==> config.mk <==
export PLATFORM = sky130hd
export DESIGN_NAME = port_bus_slave
export DESIGN_NICKNAME = d
export VERILOG_FILES = /design/src/rtl/port_bus_pkg.sv /design/src/rtl/port_pin_sync.sv /design/src/rtl/port_bus_slave.sv
export SDC_FILE = /design/constraint.sdc
export NUM_CORES = 1
export LEC_CHECK = 0
export CAP_MARGIN = 10
export CORE_AREA = 2 2 102 104
export DETAILED_ROUTE_END_ITERATION = 12
export DIE_AREA = 0 0 104 106
export PLACE_DENSITY = 0.76
export SLEW_MARGIN = 30
export SYNTH_ARGS = -nofsm -noshare
export SYNTH_HDL_FRONTEND = slang
export SYNTH_SLANG_ARGS = --single-unit
==> constraint.sdc <==
create_clock -name clk -period 3.8 [get_ports clk]
set_input_delay 0.76 -clock clk [delete_from_list [all_inputs] [get_ports clk]]
set_output_delay 0.76 -clock clk [all_outputs]
set_load 0.005 [all_outputs]
==> src/rtl/port_bus_pkg.sv <==
// Shared definitions for the time-multiplexed 8-bit port bus.
// The port bus master and the port bus slave both import this package.
//   PORT_W      : width of one port and of the shared data bus
//   phase_e     : slot phase within a port's 3-slot group (DIR, READ, WRITE)
//   state_e     : slave frame state (UNSYNC, FRAME, IDLE)
//   slot_width  : bits needed for a slot counter that saturates at 3*nports
package port_bus_pkg;

  localparam int PORT_W = 8;

  typedef enum logic [1:0] {
    PH_DIR   = 2'd0,
    PH_READ  = 2'd1,
    PH_WRITE = 2'd2
  } phase_e;

  typedef enum logic [1:0] {
    UNSYNC = 2'd0,
    FRAME  = 2'd1,
    IDLE   = 2'd2
  } state_e;

  // The slot counter must hold 0..3*nports inclusive (3*nports is IDLE).
  function automatic int slot_width(input int nports);
    return $clog2(3 * nports + 1);
  endfunction

endpackage

==> src/rtl/port_pin_sync.sv <==
// Two-flop synchroniser for a vector of asynchronous pin inputs.
// Each bit is synchronised independently; no cross-bit coherency is implied.
// Ports:
//   clk  in  1  sampling clock
//   rst  in  1  synchronous active-high reset, clears both stages
//   d    in  W  asynchronous inputs
//   q    out W  synchronised outputs (d as sampled two edges earlier)
module port_pin_sync #(
  parameter int W = 8
) (
  input  logic         clk,
  input  logic         rst,
  input  logic [W-1:0] d,
  output logic [W-1:0] q
);

  logic [W-1:0] meta_r;
  logic [W-1:0] sync_r;

  // Metastability stage followed by the stable output stage.
  always_ff @(posedge clk) begin
    if (rst) begin
      meta_r <= {W{1'b0}};
      sync_r <= {W{1'b0}};
    end else begin
      meta_r <= d;
      sync_r <= meta_r;
    end
  end

  assign q = sync_r;

endmodule

==> src/rtl/port_bus_slave.sv <==
// Remote end of the time-multiplexed 8-bit port bus.
// Each frame starts with a port_rst cycle, then 3 slots per port:
// DIR (latch direction byte), READ (drive synchronised pin byte onto the bus),
// WRITE (latch output byte). After the last slot the slave idles until the
// next port_rst.
// Optional feature macro: PORT_SLAVE_WATCHDOG_EN -- if no port_rst is seen for
// WDOG_CYCLES clocks, all pins are tri-stated and the slave drops to UNSYNC.
// Ports:
//   clk        in  1           bus clock (port_clk from the master)
//   rst        in  1           synchronous active-high local reset
//   port_rst   in  1           frame sync from the master
//   bus_i      in  8           data bus as seen from the pins
//   bus_o      out 8           data driven onto the bus during READ slots
//   bus_oe     out 1           registered bus output enable
//   pin_i      in  8*NPORTS    asynchronous GPIO inputs
//   pin_o      out 8*NPORTS    GPIO output values
//   pin_oe     out 8*NPORTS    GPIO output enables (1 = driven)
//   frame_done out 1           pulse after the last WRITE slot is latched
//   synced     out 1           high once a port_rst has been seen
module port_bus_slave
  import port_bus_pkg::*;
#(
  parameter int NPORTS      = 3,
  parameter int WDOG_CYCLES = 1024
) (
  input  logic                     clk,
  input  logic                     rst,
  input  logic                     port_rst,
  input  logic [PORT_W-1:0]        bus_i,
  output logic [PORT_W-1:0]        bus_o,
  output logic                     bus_oe,
  input  logic [PORT_W*NPORTS-1:0] pin_i,
  output logic [PORT_W*NPORTS-1:0] pin_o,
  output logic [PORT_W*NPORTS-1:0] pin_oe,
  output logic                     frame_done,
  output logic                     synced
);

  localparam int                NBITS     = PORT_W * NPORTS;
  localparam int                SLOT_W    = slot_width(NPORTS);
  localparam logic [SLOT_W-1:0] SLOT_IDLE = SLOT_W'(3 * NPORTS);
  localparam logic [SLOT_W-1:0] SLOT_LAST = SLOT_W'(3 * NPORTS - 1);
  localparam logic [SLOT_W-1:0] SLOT_ONE  = SLOT_W'(1);
  localparam logic [SLOT_W-1:0] SLOT_THR  = SLOT_W'(3);

  state_e              state_r;
  state_e              state_nxt_s;
  logic [SLOT_W-1:0]   slot_r;
  logic [SLOT_W-1:0]   slot_nxt_s;
  logic [SLOT_W-1:0]   port_s;
  logic [SLOT_W-1:0]   nxt_port_s;
  phase_e              phase_s;
  phase_e              nxt_phase_s;
  logic                act_s;
  logic                nxt_read_s;
  logic                wdog_fire_s;
  logic [NBITS-1:0]    sync_s;
  logic [NBITS-1:0]    dir_r;
  logic [NBITS-1:0]    out_r;
  logic [PORT_W-1:0]   bus_o_r;
  logic                bus_oe_r;
  logic                frame_done_r;
  logic                synced_r;

  port_pin_sync #(
    .W (NBITS)
  ) u_pin_sync (
    .clk (clk),
    .rst (rst),
    .d   (pin_i),
    .q   (sync_s)
  );

`ifdef PORT_SLAVE_WATCHDOG_EN
  localparam int                WDOG_W   = $clog2(WDOG_CYCLES + 1);
  localparam logic [WDOG_W-1:0] WDOG_MAX = WDOG_W'(WDOG_CYCLES);
  logic [WDOG_W-1:0] wdog_r;

  // Watchdog: counts clocks since the last port_rst, saturating at the limit.
  always_ff @(posedge clk) begin
    if (rst) begin
      wdog_r <= {WDOG_W{1'b0}};
    end else if (port_rst) begin
      wdog_r <= {WDOG_W{1'b0}};
    end else if (wdog_r < WDOG_MAX) begin
      wdog_r <= wdog_r + WDOG_W'(1);
    end else begin
      wdog_r <= wdog_r;
    end
  end

  // A port_rst in the same cycle counts as a sign of life and suppresses firing.
  assign wdog_fire_s = (wdog_r == WDOG_MAX) && !port_rst;
`else
  // Watchdog compiled out: never fires (the comparison only keeps
  // WDOG_CYCLES referenced and is false for every legal value).
  assign wdog_fire_s = (WDOG_CYCLES < 0);
`endif

  // Current and next slot decode.
  assign port_s      = slot_r / SLOT_THR;
  assign phase_s     = phase_e'(2'(slot_r % SLOT_THR));
  assign nxt_port_s  = slot_nxt_s / SLOT_THR;
  assign nxt_phase_s = phase_e'(2'(slot_nxt_s % SLOT_THR));

  // A slot acts only inside a frame and never on a frame-reset cycle.
  assign act_s = (state_r == FRAME) && !port_rst;

  // Bus drive is decided one cycle ahead so bus_oe is a plain flop output.
  assign nxt_read_s = (state_nxt_s == FRAME) && (nxt_phase_s == PH_READ);

  // Slot counter next value: restart on port_rst, count up, saturate at IDLE.
  always_comb begin
    slot_nxt_s = slot_r;
    if (port_rst) begin
      slot_nxt_s = {SLOT_W{1'b0}};
    end else if (wdog_fire_s) begin
      slot_nxt_s = SLOT_IDLE;
    end else if (slot_r < SLOT_IDLE) begin
      slot_nxt_s = slot_r + SLOT_ONE;
    end else begin
      slot_nxt_s = slot_r;
    end
  end

  // Frame state next-state logic.
  always_comb begin
    state_nxt_s = state_r;
    if (wdog_fire_s) begin
      state_nxt_s = UNSYNC;
    end else begin
      case (state_r)
        UNSYNC: begin
          if (port_rst) begin
            state_nxt_s = FRAME;
          end else begin
            state_nxt_s = UNSYNC;
          end
        end
        FRAME: begin
          if (port_rst) begin
            state_nxt_s = FRAME;
          end else if (slot_r >= SLOT_LAST) begin
            state_nxt_s = IDLE;
          end else begin
            state_nxt_s = FRAME;
          end
        end
        IDLE: begin
          if (port_rst) begin
            state_nxt_s = FRAME;
          end else begin
            state_nxt_s = IDLE;
          end
        end
        default: begin
          state_nxt_s = UNSYNC;
        end
      endcase
    end
  end

  // State, slot and bus-side output registers.
  always_ff @(posedge clk) begin
    if (rst) begin
      state_r      <= UNSYNC;
      slot_r       <= SLOT_IDLE;
      bus_oe_r     <= 1'b0;
      bus_o_r      <= {PORT_W{1'b0}};
      frame_done_r <= 1'b0;
      synced_r     <= 1'b0;
    end else begin
      state_r      <= state_nxt_s;
      slot_r       <= slot_nxt_s;
      bus_oe_r     <= nxt_read_s;
      bus_o_r      <= nxt_read_s ? sync_s[int'(nxt_port_s)*PORT_W +: PORT_W]
                                 : {PORT_W{1'b0}};
      frame_done_r <= act_s && (slot_r == SLOT_LAST);
      if (port_rst) begin
        synced_r <= 1'b1;
      end else if (wdog_fire_s) begin
        synced_r <= 1'b0;
      end else begin
        synced_r <= synced_r;
      end
    end
  end

  // Per-port direction and output latches, written in their DIR/WRITE slots.
  always_ff @(posedge clk) begin
    if (rst) begin
      dir_r <= {NBITS{1'b0}};
      out_r <= {NBITS{1'b0}};
    end else begin
      if (wdog_fire_s) begin
        dir_r <= {NBITS{1'b0}};
      end else if (act_s && (phase_s == PH_DIR)) begin
        dir_r[int'(port_s)*PORT_W +: PORT_W] <= bus_i;
      end else begin
        dir_r <= dir_r;
      end
      if (act_s && (phase_s == PH_WRITE)) begin
        out_r[int'(port_s)*PORT_W +: PORT_W] <= bus_i;
      end else begin
        out_r <= out_r;
      end
    end
  end

  assign bus_o      = bus_o_r;
  assign bus_oe     = bus_oe_r;
  assign pin_o      = out_r;
  assign pin_oe     = dir_r;
  assign frame_done = frame_done_r;
  assign synced     = synced_r;

endmodule

==> results of run 1 <==
==> cell families after synthesis <==
logic type	Yosys count	synth area share [%]
buffers and inverters	33	3.39
AND/OR/NAND/NOR	173	23.8
XOR/XNOR	3	0.603
AO/OA/AOI/OAI	71	10.9
adder cells (fa/ha/maj)	11	3.16
flip-flops	113	51.9
multiplexers	26	6.29
==> area by class of cell <==
class                           instances  area (um^2)  share of cell area, %
Tap cell                              136          170                   2.81
Sequential cell                       113         2260                   37.3
Inverter                                9         33.8                  0.558
Multi-Input combinational cell        284         1950                   32.3
Timing Repair Buffer                  107         1030                   17.0
Clock buffer                           18          428                   7.06
Clock inverter                         14          179                   2.95
==> power by group <==
part	switching, mW	internal [mW]
clock network	0.571	1.02
registers	0.0121	1.22
logic	0.151	0.135
==> flip-flops by register name, summed over array words and instances, names as in the netlist <==
signal,cells
bus_o,8
synced,1
slot_r,4
pin_o,24
state_r,2
u_pin_sync.q,24
frame_done,1
bus_oe,1
pin_oe,24
u_pin_sync.meta_r,24
==> metal layers <==
layer  track usage (%)  vias up
met1              21.8     1583
met4              7.63        0
met2              30.6       77
met5                 0        -
met3              4.48       19
li1                  -     1668
==> how the worst min path moves through the flow <==
stage          depth (start not counted)               end  slack (ps)             startpoint
2_1_floorplan                          1   u_pin_sync.q[0]         410   u_pin_sync.meta_r[0]
3_3_place_gp                           1   u_pin_sync.q[8]         420   u_pin_sync.meta_r[8]
3_5_place_dp                           1  u_pin_sync.q[19]         420  u_pin_sync.meta_r[19]
4_1_cts                                1  u_pin_sync.q[19]         430  u_pin_sync.meta_r[19]
5_1_grt                                1  u_pin_sync.q[17]         450  u_pin_sync.meta_r[17]
6_report                               1  u_pin_sync.q[19]         430  u_pin_sync.meta_r[19]
==> what timing repair did <==
action | 4_1_cts | 5_1_grt
setup endpoints to repair | 0 | 16
setup buffers | 0 | 1
endpoints found under the hold margin | 0 | 0
gates resized for setup | 0 | 1
==> worst register-to-register path: stages, from the launching register on <==
cell and delay, ps:
dfxtp_1 370, inv_1 200, ha_1 280, nand2b_4 80
and2_4 170, a31o_2 290, ha_1 210, inv_1 50
ha_1 210, inv_1 100, a41oi_2 190, nand2_1 70
o21ai_0 80, ha_1 280, nor4_1 450, mux2i_4 240
a211oi_2 210
==> layout by cell type (no fill, tap or decap), types with 2 or more instances in the layout <==
cell type	Yosys	routed
and2_4	2	2
nand2b_1	14	14
clkinvlp_4	0	3
ha_1	11	11
mux2i_1	24	24
nor4_1	3	3
a21oi_1	13	13
o21ai_0	37	37
inv_1	9	9
dfxtp_1	113	113
clkbuf_16	0	16
and3_1	3	3
xnor2_1	3	3
a41oi_1	2	2
nand3_1	9	8
inv_6	0	4
clkdlybuf4s50_1	0	92
o21ai_1	2	2
clkinv_4	0	3
nor3_1	3	3
clkbuf_8	0	2
nor2b_1	51	51
nor2_1	22	22
nand2b_4	2	2
a211oi_2	9	9
buf_4	0	14
nand3_2	1	2
nand3b_1	27	27
nand2_1	24	24
bufinv_16	0	3
==> summary.txt, run 1 <==
Run status
  • Status: finished clean

Setup path
  • FF-to-FF End: bus_o[4]
  • CP Max Fanout: 8
  • Worst setup path start: slot_r[0]
  • Worst path slowest cell: nor4_1
  • Worst endpoint required time: ~4200 ps
  • Crit-path most repeated cell: ha_1
  • CP endpoint kind: flop
  • Critical path's top delay family: adder cells
  • Critical path launch point type: flop
  • Crit path arrival time: approximately 4000 ps
  • Critical Path End: bus_o[4]
  • Critical path depth: 16
  • Worst path max stage delay: 450 ps
  • CP cell instances: inv_1, ha_1, nand2b_4, and2_4, a31o_2, ha_1, inv_1, ha_1, inv_1, a41oi_2, nand2_1, o21ai_0, ha_1, nor4_1, mux2i_4, a211oi_2
  • Worst r2r path cells: 16
  • Reg-to-Reg Start: slot_r[0]
  • Kind of critical path: reg -> reg
  • Worst R2R Setup Slack: ~250 ps
  • Worst Path Buf+Inv: 3

Route
  • DR WL/cell: 14.4 um
  • Initial DRC count: approximately 180
  • DRT Wirelength: 9790 um
  • First drt pass iteration count: 8
  • Final ANT Viol Nets: 0
  • Avg Vias per Cell: between 4 and 5
  • Highest metal used: met4
  • WL met2: just under 5000 um
  • Metal-1 WL: 4320 um
  • Via count: around 3300
  • DRC Markers: 0
  • Metal3 WL: roughly 340 um

CTS
  • Max H-tree Level: 4
  • CTS Buf Count: 17
  • CTS clock-pin slew for the worst setup and hold paths: 60 ps
  • Clock Sinks: approximately 110
  • CTS Root Cell: clkbuf_8
  • Longest Clk Path Bufs: 2
  • CTS tree: done
  • Hold buffers post-CTS: 0
  • Worst-Skew Late Latency: between 500 and 600 ps

Global route
  • Global Route Usage Sum: a little under a fifth
  • Largest net degree at the start of global routing: 59
  • Number of global-route vias before repair: 3298
  • GRT Residual Overflow: 0
  • First-pass GRT wire length: between 15000 and 20000 um
  • Initial antenna violation count: 0

Final layout
  • Fin cells: 681
  • Area growth syn-to-layout: 39.0%
  • Layout cells sized above 1: between 10% and 20%
  • Fillcell total: a little under 900
  • ANT cells: 0
  • Final Util: between 60% and 70%
  • Fin nets: just under 600
  • Final instance area: 0.00606 mm^2

Place
  • Buffers on Ports: 93
  • Placed inst area: roughly 0.0054 mm^2
  • DP Cell Count: between 600 and 700
  • Setup slack at placement: -77.4 ps
  • DPL Wire Length: 6600 um
  • GPL Wtd Cong: about 0.77

Synth
  • Cells after Synth: 430
  • Synth Flop Type: dfxtp_1
  • Most frequent cell after synthesis: dfxtp_1
  • EDFF count, synth: 0
  • #FFs+latches synth: 113
  • Sequential element share of the synthesized area: around half
  • Synthesized Nets: roughly 480
  • Post-Syn Area: roughly 0.0044 mm^2
  • Yosys warns: 0
  • Cell variety after synth: 47
  • Ranking of synthesized cells by area: dfxtp_1, nor2b_1, mux2i_1
  • Yosys top cell by area: dfxtp_1
  • Yosys top cell area share: 51.9%
  • Commonest cells post-synth: dfxtp_1, nor2b_1, o21ai_0
  • Post-Syn Area per Cell: just over 10 um^2
  • Synth async-reset ratio: 0%

Pwr
  • Total power: roughly 3.1 mW
  • PwrDens: ~500 mW/mm^2
  • Worst VDD drop: roughly 0.00028 V
  • Leak: about 2.4 nW

STA
  • RSZ-0062 raised after global routing: false
  • Relative slew slack: 51.9%
  • Worst Tran Pin Value: 721 ps
  • Final setup violation count: 0
  • Highest Clock Rate: around 280 MHz
  • WHS: between 400 and 500 ps
  • Final worst path period share: between 90% and 100%
  • Final hold violation count: 0
  • Final-report max-slew violation count: 0
  • Setup TNS: 0 ps
  • Final worst setup slack: roughly 250 ps
  • Final clock skew: approximately 8.6 ps
  • Fin crit period: between 3000 and 4000 ps

Floorplanning
  • Full die area: 0.0110 mm^2
  • Die W: 104 um
  • Num rows: 37
  • Top Ports: 94
  • DIE HEIGHT: 106 um
  • Core Area: ~0.010 mm^2
  • Initial Util: about 44%

Job
  • Max cap viols: 0

Hold path
  • HP Class: reg -> reg
Note: power is estimated with default switching activity, not from simulation.
==> run 2, diff against run 1 <==
--- a/config.mk
+++ b/config.mk
@@ -5,10 +5,11 @@
 export SDC_FILE = /design/constraint.sdc
 export NUM_CORES = 1
 export LEC_CHECK = 0
+export ABC_AREA = 1
 export CAP_MARGIN = 10
-export CORE_AREA = 2 2 102 104
+export CORE_AREA = 2 2 104 106
 export DETAILED_ROUTE_END_ITERATION = 12
-export DIE_AREA = 0 0 104 106
+export DIE_AREA = 0 0 106 108
 export PLACE_DENSITY = 0.76
 export SLEW_MARGIN = 30
 export SYNTH_ARGS = -nofsm -noshare
==> run 2 against run 1 <==
  * Wire length is 2.6% lower
  * Setup slack gained 72 ps
  * Design area increased by 4.8%
  * Area after synthesis up 6.3%
  * Critical path type unchanged
  * Largest power group unchanged
  * Highest routed layer unchanged
==> summary.txt, run 2 <==
STA
  • Highest Clock Rate: 287 MHz (+2.1%)
  • Final hold violation count: 0 (unchanged)
  • Worst Tran Pin Value: 596 ps (-125 ps)
  • Fin crit period: 3480 ps (-72.1 ps)
  • Final setup violation count: 0 (unchanged)
  • Final worst path period share: 91.6% (-1.9 points)
  • RSZ-0062 raised after global routing: false
  • Relative slew slack: 60.2% (+8.3 points)
  • Final clock skew: 9.37 ps (+0.767 ps)
  • Final-report max-slew violation count: 0 (unchanged)
  • Setup TNS: 0 ps (unchanged)

Global route
  • Initial antenna violation count: 0 (unchanged)
  • Global Route Usage Sum: 18.0% (+0.027 points)
  • GRT Residual Overflow: 0 (unchanged)
  • Largest net degree at the start of global routing: 61 (+3.4%)
  • Number of global-route vias before repair: 3713 (+13%)
  • First-pass GRT wire length: 16200 um (+2.0%)

CTS
  • Longest Clk Path Bufs: 2 (unchanged)
  • Clock Sinks: 113 (unchanged)
  • CTS clock-pin slew for the worst setup and hold paths: 60 ps (about the same)
  • Worst-Skew Late Latency: 500 ps (about the same)
  • CTS tree: done
  • Cts repair resizes: 0 (unchanged)
  • Max H-tree Level: 4 (unchanged)
  • Setup Fix Bufs, Post-CTS: 0 (unchanged)
  • Hold buffers post-CTS: 0 (unchanged)
  • CTS Root Cell: clkbuf_8
  • CTS Buf Count: 17 (unchanged)

Floorplanning
  • Initial Util: 45.3% (+1.7 points)
  • Core Area: 0.0102 mm^2 (+2.3%)
  • DIE HEIGHT: 108 um (+1.9%)
  • Top Ports: 94 (unchanged)
  • Num rows: 37 (unchanged)
  • Full die area: 0.0114 mm^2 (+3.8%)
  • Die W: 106 um (+1.9%)

Run status
  • Status: finished clean

Final layout
  • Final Util: 62.1% (+1.5 points)
  • Fin cells: 848 (+25%)
  • Fin nets: 745 (+29%)
  • Most common cell after layout, fill and taps aside: nor2_1
  • Commonest cells after routing, fill and taps aside: nor2_1, dfxtp_1, inv_1
  • ANT cells: 0 (unchanged)
  • Layout cells sized above 1: 12.2% (-1.4 points)
  • Area growth syn-to-layout: 37.0%

Route
  • Via count: 3888 (+16%)
  • First drt pass iteration count: 4 (-4)
  • DR WL/cell: 11.2 um (-22%)
  • Metal3 WL: 470 um (+37%)
  • Final ANT Viol Nets: 0 (unchanged)
  • Initial DRC count: 136 (-26%)
  • Metal-1 WL: 4010 um (-7.2%)
  • DRC Markers: 0 (unchanged)
  • WL met2: 4860 um (-1.3%)
  • DRT Wirelength: 9530 um (-2.6%)
  • Avg Vias per Cell: 4.58 (-6.7%)
  • Highest metal used: met4

Synth
  • Commonest cells post-synth: nor2_1, dfxtp_1, inv_1
  • Yosys top cell by area: dfxtp_1
  • Synth async-reset ratio: 0% (unchanged)
  • Most frequent cell after synthesis: nor2_1
  • Cell variety after synth: 38 (-19%)
  • Yosys warns: 0 (unchanged)
  • #FFs+latches synth: 113 (unchanged)
  • Synthesized Nets: 643 (+35%)
  • Sequential element share of the synthesized area: 48.8% (-3.1 points)
  • EDFF count, synth: 0 (unchanged)
  • Yosys top cell area share: 48.8% (-3.1 points)
  • Ranking of synthesized cells by area: dfxtp_1, nor2_1, inv_1
  • Post-Syn Area: 0.00463 mm^2 (+6.3%)
  • Cells after Synth: 597 (+39%)
  • Synth Flop Type: dfxtp_1
  • Post-Syn Area per Cell: 7.76 um^2 (-23%)

Setup path
  • FF-to-FF End: pin_o[4]
  • Critical path launch point type: flop
  • Crit path arrival time: 3870 ps (-100 ps)
  • Reg-to-Reg Start: slot_r[3]
  • CP Max Fanout: 9 (+1)
  • Worst R2R Setup Slack: 320 ps (+70 ps)
  • Kind of critical path: reg -> reg
  • CP endpoint kind: flop
  • Worst endpoint required time: 4190 ps (-30 ps)
  • Worst r2r path cells: 17 (+1)
  • Worst setup path start: slot_r[3]

Place
  • DP Cell Count: 816 (+26%)
  • Buffers on Ports: 93 (unchanged)
  • GPL Wtd Cong: 0.868 (+13%)
  • DPL Wire Length: 7030 um (+6.5%)

Pwr
  • PwrDens: 521 mW/mm^2 (+1.4%)
  • Worst VDD drop: 0.000277 V (-2.8%)
  • Leak: 2.87 nW (+20%)

Job
  • Max cap viols: 0 (unchanged)

Hold path
  • Critical hold path startpoint: u_pin_sync.meta_r[23]
  • Hold EP: u_pin_sync.q[23]
  • HP Class: reg -> reg
  • Hold Crit Depth: 2 (+1)
==> run 2: changes by cell type in the layout (fill, tap and decap cells not counted), moves of 9 or more <==
cell	delta
a211oi_2	-9
a21oi_1	-10
buf_4	-11
inv_1	+96
mux2i_1	-24
nand2_1	+39
nand2_4	+9
nand2b_1	-14
nand3b_1	-27
nand4_1	+9
nor2_1	+133
nor2b_1	-51
o21ai_0	-21
o21ai_1	+26
==> run 2: routing by layer <==
| layer | up-vias | global-route usage [%] |
|---|---|---|
| li1 | 2024 | - |
| met1 | 1725 | 19.5 |
| met2 | 120 | 32.0 |
| met3 | 19 | 5.73 |
| met4 | 0 | 9.02 |
| met5 | - | 0 |
==> run 2: kinds of logic (layout without fill, tap and decap cells) <==
| group | Yosys count | count (layout) | share of synthesized area [%] |
|---|---|---|---|
| xor gates and xnor gates | 1 | 1 | 0.189 |
| adders and majority gates | 11 | 11 | 2.97 |
| and+or+nand+nor | 286 | 286 | 29.5 |
| buffers and inverters | 128 | 243 | 11.2 |
| DFF | 113 | 113 | 48.8 |
| AOI/OAI and AO/OA | 58 | 58 | 7.32 |
==> run 2: through the flow <==
step	hold slack (ps)	total power [mW]	instance area, um^2	setup slack (ps)
2_1_floorplan	388	1.50	4630	382
3_3_place_gp	394	1.60	5700	294
3_5_place_dp	392	1.61	5700	114
4_1_cts	400	3.34	6350	292
5_1_grt	415	3.45	6350	44.6
6_report	398	3.31	6350	320
==> run 2: where the power goes <==
part | internal (mW) | total, mW | switching, mW
clock | 1.16 | 1.72 | 0.559
sequential | 1.22 | 1.24 | 0.0174
combinational | 0.139 | 0.349 | 0.210
==> run 2: final cells by class <==
type	count	area, um^2
timing repair buffer	96	948
multi-input combinational	356	1850
clock inverter	14	224
sequential	113	2260
clock buffer	18	428
tap	136	170
inverter	115	462
fill	873	3880
==> run 2: worst max-delay path by stage <==
stage	endpoint	slack [ps]	depth (start not counted)
3_3_place_gp	bus_o[5]	290	15
6_report	pin_o[4]	320	17
4_1_cts	pin_o[4]	290	17
5_1_grt	pin_o[3]	40	18
2_1_floorplan	pin_o[4]	380	20
3_5_place_dp	bus_o[0]	110	15
==> run 2: critical path, cell delays in order (launching register included) <==
cell and delay [ps]:
dfxtp_1 450, nor2_1 90, ha_1 180, inv_1 50
ha_1 180, nand2_4 100, xor2_1 230, ha_1 240
a21oi_4 50, nand2_4 120, inv_4 70, ha_1 180
ha_1 310, or2_2 390, nor3b_4 320, nand2_4 150
o21ai_0 200, nor2_1 50
==> run 3, diff against run 2 <==
--- a/config.mk
+++ b/config.mk
@@ -6,6 +6,7 @@
 export NUM_CORES = 1
 export LEC_CHECK = 0
 export ABC_AREA = 1
+export ABC_CLOCK_PERIOD_IN_PS = 3800
 export CAP_MARGIN = 10
 export CORE_AREA = 2 2 104 106
 export DETAILED_ROUTE_END_ITERATION = 12
==> results of run 3 <==
Same layout as run 2: the final DEF is identical, and so are final timing and power.
